## src/rtl/uart_rx_fifo_pkg.sv

```systemverilog
// Shared constants and helpers for the uart_rx_fifo receive buffer.
// Optional feature macro: UART_RX_FIFO_ERR_TAG_EN (see uart_rx_fifo.sv).
package uart_rx_fifo_pkg;

  localparam int unsigned DATA_W  = 8;
  localparam int unsigned LEN_MIN = 5;
  localparam int unsigned LEN_MAX = 8;

  // Mask that keeps only the active data bits; illegal lengths pass all bits through.
  function automatic logic [DATA_W-1:0] len_mask(input logic [3:0] length);
    logic [DATA_W-1:0] mask;
    mask = '1;
    if (length >= 4'(LEN_MIN) && length < 4'(LEN_MAX)) begin
      mask = mask >> (4'(LEN_MAX) - length);
    end
    return mask;
  endfunction

endpackage

```

## src/rtl/uart_rx_fifo_if.sv

```systemverilog
// Host read port of the receive FIFO: first-word-fall-through valid/ready.
interface uart_rx_fifo_if;

  logic [uart_rx_fifo_pkg::DATA_W-1:0] rd_data;
  logic                                rd_err;
  logic                                rd_valid;
  logic                                rd_ready;

  // FIFO side drives data/valid, host side drives ready.
  modport master (
    output rd_data,
    output rd_err,
    output rd_valid,
    input  rd_ready
  );

  modport slave (
    input  rd_data,
    input  rd_err,
    input  rd_valid,
    output rd_ready
  );

endinterface

```

## src/rtl/uart_rx_fifo_sync_pulse.sv

```systemverilog
// Two-flop synchronizer followed by a rising-edge detector producing a one-cycle pulse.
// All flops reset to 1 so an input already high at reset release is not seen as an edge,
// and an input low at release only produces a falling transition.
module uart_sync_pulse (
  input  logic clk,
  input  logic rst,
  input  logic din,
  output logic pulse
);

  logic [1:0] sync_q;
  logic       prev_q;

  // Synchronizer chain and previous-sample flop for edge detection.
  always_ff @(posedge clk or negedge rst) begin
    if (!rst) begin
      sync_q <= 2'b11;
      prev_q <= 1'b1;
    end else begin
      sync_q <= {sync_q[0], din};
      prev_q <= sync_q[1];
    end
  end

  assign pulse = sync_q[1] & ~prev_q;

endmodule

```

## src/rtl/uart_rx_fifo.sv

```systemverilog
// Receive-side buffer behind uart_rx: captures each completed frame, masks it to the word
// length, and queues it in a FWFT FIFO served over a valid/ready read port.
// Build option: define UART_RX_FIFO_ERR_TAG_EN to store errored bytes with an error tag
// (rd_err); otherwise errored bytes are discarded and counted in drop_cnt.
module uart_rx_fifo
  import uart_rx_fifo_pkg::*;
#(
  parameter int unsigned DEPTH = 16
) (
  input  logic                     clk,
  input  logic                     rst,
  input  logic                     rx_en,
  output logic                     rx_start,
  input  logic                     rx_done,
  input  logic                     rx_err,
  input  logic [DATA_W-1:0]        rx_out,
  input  logic [3:0]               length,
  input  logic                     flush,
  input  logic                     ovf_clr,
  output logic [$clog2(DEPTH):0]   count,
  output logic                     full,
  output logic                     overflow,
  output logic [7:0]               drop_cnt,
  uart_rx_fifo_if.master           rd
);

  localparam int unsigned AW       = $clog2(DEPTH);
  localparam logic [AW:0] CountMax = (AW + 1)'(DEPTH);

`ifdef UART_RX_FIFO_ERR_TAG_EN
  localparam int unsigned EntryW = DATA_W + 1;
`else
  localparam int unsigned EntryW = DATA_W;
`endif

  logic              done_pulse;
  logic [1:0]        err_sync_q;
  logic              err_sync;
  logic              err_seen_q, err_seen_d;
  logic              entry_err;
  logic [DATA_W-1:0] data_masked;
  logic [EntryW-1:0] wr_entry;
  logic              push_data;
  logic              wr_en;
  logic              pop;
  logic              empty;
  logic              ovf_set;
  logic [AW-1:0]     wptr_q, wptr_d;
  logic [AW-1:0]     rptr_q, rptr_d;
  logic [AW:0]       count_q, count_d;
  logic              overflow_q, overflow_d;
  logic              rx_start_q;
  logic [EntryW-1:0] mem [DEPTH];

  uart_sync_pulse u_done_sync (
    .clk   (clk),
    .rst   (rst),
    .din   (rx_done),
    .pulse (done_pulse)
  );

  // Plain two-flop synchronizer for the error status.
  always_ff @(posedge clk or negedge rst) begin
    if (!rst) begin
      err_sync_q <= 2'b00;
    end else begin
      err_sync_q <= {err_sync_q[0], rx_err};
    end
  end

  assign err_sync  = err_sync_q[1];
  assign entry_err = err_seen_q | err_sync;

  // Remember an error seen before the frame completes; the frame's push consumes it.
  always_comb begin
    err_seen_d = err_seen_q;
    if (done_pulse) begin
      err_seen_d = 1'b0;
    end else if (err_sync) begin
      err_seen_d = 1'b1;
    end
  end

  assign data_masked = rx_out & len_mask(length);

`ifdef UART_RX_FIFO_ERR_TAG_EN
  assign wr_entry  = {entry_err, data_masked};
  assign push_data = done_pulse;
`else
  assign wr_entry  = data_masked;
  assign push_data = done_pulse & ~entry_err;
`endif

  assign empty = (count_q == '0);
  assign full  = (count_q == CountMax);
  assign pop   = rd.rd_ready & ~empty;

  // Pointer, occupancy and overflow next-state; flush overrides any push or pop.
  always_comb begin
    wptr_d  = wptr_q;
    rptr_d  = rptr_q;
    count_d = count_q;
    wr_en   = 1'b0;
    ovf_set = 1'b0;
    if (flush) begin
      wptr_d  = '0;
      rptr_d  = '0;
      count_d = '0;
    end else begin
      // A pop in the same cycle frees the slot, so a full FIFO still accepts the push.
      wr_en   = push_data & (~full | pop);
      ovf_set = push_data & full & ~pop;
      if (wr_en) wptr_d = wptr_q + AW'(1);
      if (pop)   rptr_d = rptr_q + AW'(1);
      unique case ({wr_en, pop})
        2'b10:   count_d = count_q + (AW + 1)'(1);
        2'b01:   count_d = count_q - (AW + 1)'(1);
        default: count_d = count_q;
      endcase
    end
    overflow_d = ovf_set | (overflow_q & ~ovf_clr);
  end

  // Control state registers.
  always_ff @(posedge clk or negedge rst) begin
    if (!rst) begin
      wptr_q     <= '0;
      rptr_q     <= '0;
      count_q    <= '0;
      overflow_q <= 1'b0;
      err_seen_q <= 1'b0;
      rx_start_q <= 1'b0;
    end else begin
      wptr_q     <= wptr_d;
      rptr_q     <= rptr_d;
      count_q    <= count_d;
      overflow_q <= overflow_d;
      err_seen_q <= err_seen_d;
      rx_start_q <= rx_en & ~full;
    end
  end

  // Storage has no reset; the pointers alone decide which entries are valid.
  always_ff @(posedge clk) begin
    if (wr_en) begin
      mem[wptr_q] <= wr_entry;
    end
  end

`ifdef UART_RX_FIFO_ERR_TAG_EN
  assign drop_cnt  = 8'd0;
  assign rd.rd_err = mem[rptr_q][DATA_W] & ~empty;
`else
  logic [7:0] drop_q, drop_d;

  // Saturating count of errored bytes that were discarded instead of stored.
  always_comb begin
    drop_d = drop_q;
    if (done_pulse && entry_err && drop_q != 8'hFF) begin
      drop_d = drop_q + 8'd1;
    end
  end

  // Drop counter register.
  always_ff @(posedge clk or negedge rst) begin
    if (!rst) begin
      drop_q <= 8'd0;
    end else begin
      drop_q <= drop_d;
    end
  end

  assign drop_cnt  = drop_q;
  assign rd.rd_err = 1'b0;
`endif

  assign rd.rd_data  = mem[rptr_q][DATA_W-1:0];
  assign rd.rd_valid = ~empty;
  assign count       = count_q;
  assign overflow    = overflow_q;
  assign rx_start    = rx_start_q;

endmodule

```

## src/flat_wrapper.sv

```systemverilog
// flat-port wrapper written by rule: the top's interface ports become plain ports
module uart_rx_fifo_flat import uart_rx_fifo_pkg::*;
#(
  parameter int unsigned DEPTH = 16
)
  (clk, rst, rx_en, rx_start, rx_done, rx_err, rx_out, length, flush, ovf_clr, count, full, overflow, drop_cnt, rd_rd_data, rd_rd_err, rd_rd_valid, rd_rd_ready);
  uart_rx_fifo_if rd_i ();
  input  logic clk;
  input  logic rst;
  input  logic rx_en;
  output logic rx_start;
  input  logic rx_done;
  input  logic rx_err;
  input  logic [DATA_W-1:0] rx_out;
  input  logic [3:0] length;
  input  logic flush;
  input  logic ovf_clr;
  output logic [$clog2(DEPTH):0] count;
  output logic full;
  output logic overflow;
  output logic [7:0] drop_cnt;
  output wire logic [$bits(rd_i.rd_data)-1:0] rd_rd_data;
  output wire logic [$bits(rd_i.rd_err)-1:0] rd_rd_err;
  output wire logic [$bits(rd_i.rd_valid)-1:0] rd_rd_valid;
  input wire logic [$bits(rd_i.rd_ready)-1:0] rd_rd_ready;
  assign rd_rd_data = rd_i.rd_data;
  assign rd_rd_err = rd_i.rd_err;
  assign rd_rd_valid = rd_i.rd_valid;
  assign rd_i.rd_ready = rd_rd_ready;
  uart_rx_fifo #(.DEPTH(DEPTH)) u_core (.clk(clk), .rst(rst), .rx_en(rx_en), .rx_start(rx_start), .rx_done(rx_done), .rx_err(rx_err), .rx_out(rx_out), .length(length), .flush(flush), .ovf_clr(ovf_clr), .count(count), .full(full), .overflow(overflow), .drop_cnt(drop_cnt), .rd(rd_i));
endmodule
```

## config.mk

```make
export PLATFORM = sky130hd
export DESIGN_NAME = uart_rx_fifo_flat
export DESIGN_NICKNAME = d
export VERILOG_FILES = /design/src/rtl/uart_rx_fifo_pkg.sv /design/src/rtl/uart_rx_fifo_if.sv /design/src/rtl/uart_rx_fifo_sync_pulse.sv /design/src/rtl/uart_rx_fifo.sv /design/src/flat_wrapper.sv
export SDC_FILE = /design/constraint.sdc
export NUM_CORES = 1
export LEC_CHECK = 0
export ABC_AREA = 0
export CAP_MARGIN = 20
export CORE_UTILIZATION = 58
export CTS_CLUSTER_SIZE = 25
export DETAILED_ROUTE_END_ITERATION = 8
export GPL_TIMING_DRIVEN = 0
export PLACE_DENSITY_LB_ADDON = 0.15
export SYNTH_ARGS = -nofsm -noshare
export SYNTH_HDL_FRONTEND = slang
export SYNTH_SLANG_ARGS = --single-unit
export TNS_END_PERCENT = 20
```

## constraint.sdc

```tcl
create_clock -name clk -period 3.65 [get_ports clk]
set_clock_uncertainty 0.05 [all_clocks]
set_input_delay 0.5475 -clock clk [delete_from_list [all_inputs] [get_ports clk]]
set_output_delay 0.5475 -clock clk [all_outputs]
set_load 0.02 [all_outputs]
```

Yosys cells after proc, flatten, opt, wreduce, memory -nomap -nowiden:

Memory sizes are Yosys's and may differ from the RTL's.
Index checks and enable logic that the tools add are counted.

* bits in registers: 29
* bits in writable memories: 128
* bits of input ports: 20
* word-level logic and storage cells: 63
* memories kept: 1

Memories
* u_core.mem: words 16, bits a word 8, read ports 1, clocked after memory_dff 0, wr ports 1, line uart_rx_fifo.sv:53 `logic [EntryW-1:0] mem [DEPTH];`

* add/subtract/negate cells: 6
* magnitude comparators: 2
* equality and inequality tests: 4
* shift operators: 1
* multiplexer cells: 13
* bitwise operators: 18
* reductions and logical operators: 8

Operators by type and width (number)
* 4-bit two-way mux: 4
* 5-bit case mux with 2 select lines: 1
* 4-bit by 1-bit adder with 4-bit output (second input constant): 2
* 8-bit by 1-bit adder with 8-bit output (second input constant): 1
* 1-bit AND: 8
* 8-bit AND: 1
* 8-bit two-way mux: 1
* 8-bit inequality test (second input constant): 1
* 8-bit by 4-bit >> shifter with 8-bit output (first input constant): 1
* 1-bit two-way mux: 6
* 1-bit inverter: 6
* 2-bit nonzero test: 3
* 5-bit by 1-bit adder with 5-bit output (second input constant): 1
* 5-bit equality test (second input constant): 1
* 5-bit zero test: 1
* 5-bit two-way mux: 1
* 5-bit by 1-bit subtractor with 5-bit output (second input constant): 1
* 4-bit by 3-bit >= comparator with 1-bit output (second input constant): 1
* 4-bit < comparator (second input constant): 1
* 4-bit subtractor (first input constant): 1
* 1-bit logical AND: 3
* 1-bit OR: 3
* 3-bit nonzero test: 1
* 2-bit by 1-bit equality test with 1-bit output (second input constant): 1
* 2-bit equality test (second input constant): 1

Logic depth before layout (Yosys ltp):

Gate-level depths: netlist of the first run.

* depth in word-level cells: 8
* gate-level depth with buffers: 10
* depth with buffers taken out: 9

Cells and area by module:

From an unflattened synthesis of the first run, not the netlist that was laid out.

* cell total of the unflattened synthesis: 372
* area, all modules: 6643.9 µm²

By module, submodules not included
* uart_rx_fifo: instances 1, cells each 368, area an instance 6551.3 µm², sequential area each 4494.3 µm²
* uart_sync_pulse: instances 1, cells each 4, area an instance 92.6 µm², sequential area each 78.8 µm²

Worst setup path before layout of the first run:

No wires, ideal clock.

* kind: reg2reg
* start: reg u_core.count_q[1] (netlist: u_core.count[1])
* end: reg u_core.count_q[4] (netlist: u_core.count[4])
* library setup time: 0.094 ns
* arrival: 2.538 ns
* setup slack: 0.968 ns
* stages on the path, launching flop included: 10
* path buffers: 0
* clock period less this slack: 2.682 ns
* cells stage by stage: dfrtp_1 > or4_4 > o211a_4 > xor2_1 > ha_1 > o31a_2 > nor3_1 > nor2b_1 > a211oi_1 > a211oi_1

* cells in the longest elaborated chain, start to end: 8
* elaborated cells on any way between the ends: 14
* those cells by class: add/sub: 2; eq/ne: 3; mux: 2; bitwise: 5; reduce/logical: 2

Ends and longest elaborated chain
* start, declared: line uart_rx_fifo.sv:50 `logic [AW:0] count_q, count_d;`
* start signal, assigned: line uart_rx_fifo.sv:136 `count_q <= count_d;`
* 5-bit zero test: line uart_rx_fifo.sv:94 `assign empty = (count_q == '0);`
* 1-bit inverter: line uart_rx_fifo.sv:96 `assign pop = rd.rd_ready & ~empty;`
* 1-bit AND: line uart_rx_fifo.sv:96
* 1-bit OR: line uart_rx_fifo.sv:111 `wr_en = push_data & (~full | pop);`
* 1-bit AND: line uart_rx_fifo.sv:111
* 2-bit by 1-bit equality test with 1-bit output or 2-bit equality test (tied branches): line uart_rx_fifo.sv:115 `unique case ({wr_en, pop})`
* 5-bit case mux with 2 select lines: line uart_rx_fifo.sv:115
* 5-bit two-way mux: line uart_rx_fifo.sv:105 `if (flush) begin`

Parallel ways exist; a longest one is shown, timed or not.
A chain may end at the register's enable or synchronous reset.

Final worst setup path of the first run:

* start: reg u_core.rptr_q[0]
* end: out rd_rd_data[7]

* cells in the longest elaborated chain, start to end: 1

Ends and longest elaborated chain
* start, declared: line uart_rx_fifo.sv:49 `logic [AW-1:0] rptr_q, rptr_d;`
* start signal, assigned: line uart_rx_fifo.sv:135 `rptr_q <= rptr_d;`
* memory read 16 x 8 bit
* end, declared: line flat_wrapper.sv:22 `output wire logic [$bits(rd_i.rd_data)-1:0] rd_rd_data;`

Every way passes these cells.

==> qor.csv, run 1 <==
metric;value;unit
outcome;finished, final reports clean;
drtIter0Drc;218;
nNetsFinal;467;
grt_first_pass_wirelength;20.2;mm
clk_pin_slew_worst_paths;0.06;ns
ys_top_cells_by_area;edfxtp_1 59%, mux4_2 14%, dfrtp_1 10%;
routed_wl;12.7;mm
first_pass_iters;4;
ant_nets;0;
ctsLongestPathBuffers;2;
syn_area;6540;µm²
overflow;0;
post-route-period-util;96.2;%
cp_num_buf_inv;2;
cp_slowest_cell;mux4_2;
die_y;108;µm
startpoint_type;flip-flop;
grt_antenna_before_repair;0;
grt_pass1_vias;3649;
ys_async_sr_fraction;18.5;%
synth-seq-cells;157;
critical-path-max-stage-delay;0.57;ns
vias;3417;
hold_depth;2;
wire_per_inst;21.6;µm
power.density;671;nW/µm²
r2r_end;u_core.mem[1][6]$_DFFE_PP_;
hold_viol_final;0;
clock-root-buffer;clkbuf_8;
finalSetupViolCount;0;
cp_max_fo;10;
worstPathCellList;buf_6, mux4_2, mux4_2, clkdlybuf4s50_1;
peakVddDrop;0.000393;V
cp-end-kind;output port;
ys_warn_count;0;
grt_usage;24.7;%
drive_above_1_share;22.1;%
start_util;60.0;%
cp_top_family;multiplexers;
die_area;11700;µm²
htreeDepth;4;
ff2ff_setup_slack;0.63;ns
io_buffers;42;
ioPinCount;46;
critical_path_class;reg -> out;
final.setup.worst_slack;0.139;ns
cts_buffers;17;
yosysUniqueCellTypes;45;
ys.flop_type;edfxtp_1;
pre_cts_slack;0.226;ns
cts.sinks;157;
crit_top_cell;mux4_2;
cts_tree;done;
core;10900;µm²
grt_start_max_net_pins;18;
min_to;u_core.overflow$_DFF_PN0_;
die_w;108;µm
crit_arrival;2.91;ns
crit_cells;4;
drc;0;
synth_top_cell_by_area;edfxtp_1;
worst_pin_slew;0.893;ns
netlist_top_cells_count;128 x edfxtp_1, 40 x mux4_2, 30 x nor2_1;
maxCapViolCount;0;
syn_avg_cell_area;17.9;µm²
slew_headroom;40.3;%
yosysSeqAreaShare;70.0;%
gp_congestion;0.754;
syn_nets;399;
num_rows;38;
hpwl;8.07;mm
synth.most_common_cell;edfxtp_1;
hold_path.class;in -> reg;
cp_data_required_time;3.05;ns
synthToLayoutAreaGrowth;20.5;%
synth_edf_count;128;
fmax;285;MHz
reg2reg_from;u_core.u_done_sync.sync_q[1]$_DFF_PN1_;
routed_via_density;5.82;
hp-start;flush;
drv_slew;0;
fin_hold_ws;0.264;ns
p_leak;2.71;nW
finalCriticalPeriod;3.51;ns
r2r_cells;5;
fin_tns_setup;0;ns
synthDominantCellAreaShare;58.8;%
cts_hold_buf;0;
diodes;0;
clk_latency;0.53;ns
syn_inst;366;
rsz0062_at_grt;false;
layout by cell type (no fill, tap or decap), types with 3 or more instances in the layout:
master / n
a21oi_1: 3
a31oi_1: 3
buf_2: 6
buf_4: 5
buf_6: 3
bufinv_16: 5
clkbuf_1: 5
clkbuf_16: 16
clkbuf_4: 3
clkdlybuf4s50_1: 42
dfrtp_1: 25
dfstp_2: 3
edfxtp_1: 128
ha_1: 13
inv_1: 11
inv_6: 3
mux4_2: 40
nand2_1: 16
nand2b_1: 5
nand3_1: 8
nor2_1: 30
nor2b_1: 3
nor3_1: 6
o21a_1: 5
o21ai_0: 5
xnor2_1: 6
xor2_1: 9
through the flow:
step           instance area [µm²]  std cells  total power, mW  util, %
2_1_floorplan                 6540        366             2.94        -
3_3_place_gp                  7130        548             3.33     65.5
3_5_place_dp                  7190        555             3.36     66.0
4_1_cts                       7850        586             5.31     72.1
5_1_grt                       7880        587             5.49     72.3
6_report                      7880        587             5.28     72.3
kinds of logic (layout without fill, tap and decap cells):
group,after synthesis,in the layout,share of synthesized area (%)
buffers and inverters,29,110,1.89
multiplexers,43,43,14.3
XOR/XNOR,15,15,2.01
flip-flops,157,157,70.0
other,1,1,0.0574
adder cells (fa/ha/maj),13,13,2.49
AND/OR/NAND/NOR,80,80,5.95
AO/OA/AOI/OAI,28,28,3.39
repair_timing:
action	in CTS	in global routing
endpoints found under the hold margin	0	0
endpoints found under the setup margin	8	8
buffers inserted	0	0
resized for setup	9	5
layout make-up:
cell class | count | area [µm²]
timing repair buffer | 51 | 493
multi-input combinational | 180 | 1840
sequential | 157 | 4570
tap | 140 | 175
clock buffer | 17 | 414
buffer | 16 | 105
fill | 676 | 3010
clock inverter | 15 | 233
inverter | 11 | 41.3
registers in the layout (all words and copies together) (netlist names):
name / flops
u_core.mem: 128
u_core.drop_cnt: 8
u_core.count: 5
u_core.rptr_q: 4
u_core.wptr_q: 4
u_core.err_sync_q: 2
u_core.u_done_sync.sync_q: 2
u_core.err_seen_q: 1
u_core.overflow: 1
u_core.rx_start: 1
u_core.u_done_sync.prev_q: 1
worst max-delay path by stage:
stage / from / to / slack, ns
3_3_place_gp: rd_rd_ready / u_core.mem[0][3]$_DFFE_PP_ / 0.09
2_1_floorplan: u_core.count[1]$_DFFE_PN0P_ / u_core.count[4]$_DFFE_PN0P_ / 0.97
5_1_grt: u_core.rptr_q[0]$_DFFE_PN0P_ / rd_rd_data[7] / 0.02
3_5_place_dp: u_core.rptr_q[0]$_DFFE_PN0P_ / rd_rd_data[7] / 0.23
4_1_cts: u_core.rptr_q[1]$_DFFE_PN0P_ / rd_rd_data[7] / 0.02
6_report: u_core.rptr_q[0]$_DFFE_PN0P_ / rd_rd_data[7] / 0.14
per-layer routing:
layer  routed length, µm  track usage [%]  part of all wire [%]
met1                5620             33.6                    44
met2                6120             37.8                    48
met3                 759             8.14                   6.0
met4                 150             8.22                   1.2
met5                   0                0                     0
report_power, final:
| part | switching, mW | internal, mW | total, mW |
|---|---|---|---|
| clock network | 0.732 | 1.19 | 1.93 |
| logic | 0.603 | 0.634 | 1.24 |
| registers | 0.103 | 2.02 | 2.12 |
| total | 1.44 | 3.84 | 5.28 |
(Power assumes the default switching activity.)
==> run 2: changes to the inputs <==
--- a/config.mk
+++ b/config.mk
@@ -11,7 +11,7 @@
 export CTS_CLUSTER_SIZE = 25
 export DETAILED_ROUTE_END_ITERATION = 8
 export GPL_TIMING_DRIVEN = 0
-export PLACE_DENSITY_LB_ADDON = 0.15
+export PLACE_DENSITY = 0.91
 export SYNTH_ARGS = -nofsm -noshare
 export SYNTH_HDL_FRONTEND = slang
 export SYNTH_SLANG_ARGS = --single-unit
==> qor.csv, run 2 (same netlist as run 1, synthesis figures left out) <==
metric;value;unit
reg2reg_from;u_core.u_done_sync.sync_q[1]$_DFF_PN1_;
critical_path_class;reg -> out;
clk_latency;0.53;ns
worst_pin_slew;1.06;ns
hpwl;8.28;mm
num_rows;38;
seq_area;4570;µm²
most-common-layout-cells;128 x edfxtp_1, 42 x clkdlybuf4s50_1, 40 x mux4_2, 30 x nor2_1, 25 x dfrtp_1;
power.density;648;nW/µm²
die_area;11700;µm²
clock-root-buffer;clkbuf_8;
finalCriticalPeriod;3.55;ns
diodes;0;
endpoint;rd_rd_data[7];
htreeDepth;4;
io_buffers;42;
switching_power;1.42;mW
drv_slew;0;
layout_commonest_cell;edfxtp_1;
clk_pin_slew_worst_paths;0.06;ns
drc;0;
cts_tree;done;
gp_congestion;0.891;
max_flop_register;u_core.mem;
rsz0062_at_grt;false;
finalPower;5.03;mW
routed_via_density;6.31;
wire_per_inst;23.8;µm
cts.sinks;157;
ant_nets;0;
cp_data_required_time;3.05;ns
finalSetupViolCount;0;
r2r_end;u_core.mem[3][1]$_DFFE_PP_;
cp-end-kind;output port;
post-route-period-util;97.2;%
vias;3685;
fillers;611;
startpoint;u_core.rptr_q[1]$_DFFE_PN0P_;
fin_cells;584;
hp-start;flush;
drive_above_1_share;21.2;%
slew_headroom;28.9;%
ff2ff_setup_slack;0.54;ns
dp_cells;555;
overflow;0;
p_leak;2.65;nW
first_pass_iters;5;
cts_hold_buf;0;
die_y;108;µm
grt_usage;25.7;%
largest_reg_flops;128;
hold_depth;2;
clkPwrFrac;32.3;%
routed_wl;13.9;mm
cp_max_fo;10;
nNetsFinal;465;
startpoint_type;flip-flop;
hold_path.class;in -> reg;
multi_input_area;1840;µm²
maxCapViolCount;0;
outcome;finished, final reports clean;
grt_first_pass_wirelength;20.7;mm
cts_setup_buffers;0;
grt_antenna_before_repair;0;
r2r_cells;5;
placedInstanceArea;7190;µm²
seqPwrFrac;42.3;%
cts_resized;8;
fin_hold_ws;0.268;ns
p_comb_share;25.4;%
start_util;60.0;%
die_w;108;µm
sw_frac_of_total;28.2;%
cts_buffers;17;
design_area;7750;µm²
drtIter0Drc;361;
fmax;282;MHz
core;10900;µm²
final.setup.worst_slack;0.101;ns
internal_power;3.61;mW
ctsLongestPathBuffers;2;
final_core_util;71.2;%
pre_cts_slack;0.217;ns
crit_arrival;2.95;ns
grt_start_max_net_pins;20;
fin_tns_setup;0;ns
peakVddDrop;0.000408;V
ioPinCount;46;
hold_viol_final;0;
synthToLayoutAreaGrowth;18.6;%
grt_pass1_vias;3645;
==> run 2: cell count changes in the layout (fill, tap and decap cells not counted) <==
| cell | change |
|---|---|
| bufinv_16 | -3 |
| clkinv_2 | +3 |
| inv_6 | -3 |
| buf_4 | -2 |
| clkbuf_1 | +2 |
| clkbuf_2 | +2 |
| clkbuf_4 | -2 |
| clkinvlp_4 | +2 |
| inv_8 | -2 |
==> run 2: power by group through the flow <==
stage	Combinational, mW	Sequential [mW]	Clock (mW)
floorplan	0.759	2.18	0
global placement	1.18	2.12	0
detailed placement	1.23	2.13	0
CTS	1.26	2.12	1.64
global route	1.34	2.14	1.71
finish	1.27	2.13	1.63
==> run 2: critical path: stages, from the launching register on <==
cell             delay [ns]
dfrtp_1                0.57
clkbuf_2               0.38
mux4_2                 0.41
mux4_2                 0.51
clkdlybuf4s50_1        0.55
==> run 2: cell type report <==
| class | count | share of cell area [%] |
|---|---|---|
| Sequential cell | 157 | 59.0 |
| Tap cell | 140 | 2.26 |
| Clock inverter | 12 | 1.60 |
| Buffer | 16 | 1.29 |
| Inverter | 11 | 0.532 |
| Clock buffer | 19 | 5.44 |
| Timing Repair Buffer | 49 | 6.16 |
| Multi-Input combinational cell | 180 | 23.7 |
==> run 2: worst min path at each step <==
stage,end,slack (ns)
2_1_floorplan,u_core.count[0]$_DFFE_PN0P_,0.20
3_3_place_gp,u_core.err_sync_q[1]$_DFF_PN0_,0.28
3_5_place_dp,u_core.err_sync_q[1]$_DFF_PN0_,0.29
4_1_cts,u_core.overflow$_DFF_PN0_,0.25
5_1_grt,u_core.overflow$_DFF_PN0_,0.25
6_report,u_core.overflow$_DFF_PN0_,0.27
==> run 2: per-layer routing <==
| layer | up-vias | routed length [µm] | GRT usage (%) |
|---|---|---|---|
| met3 | 19 | 1120 | 6.81 |
| li1 | 1560 | - | - |
| met5 | - | 0 | 0 |
| met1 | 1869 | 5170 | 32.3 |
| met2 | 237 | 7330 | 43.1 |
| met4 | 0 | 262 | 9.69 |
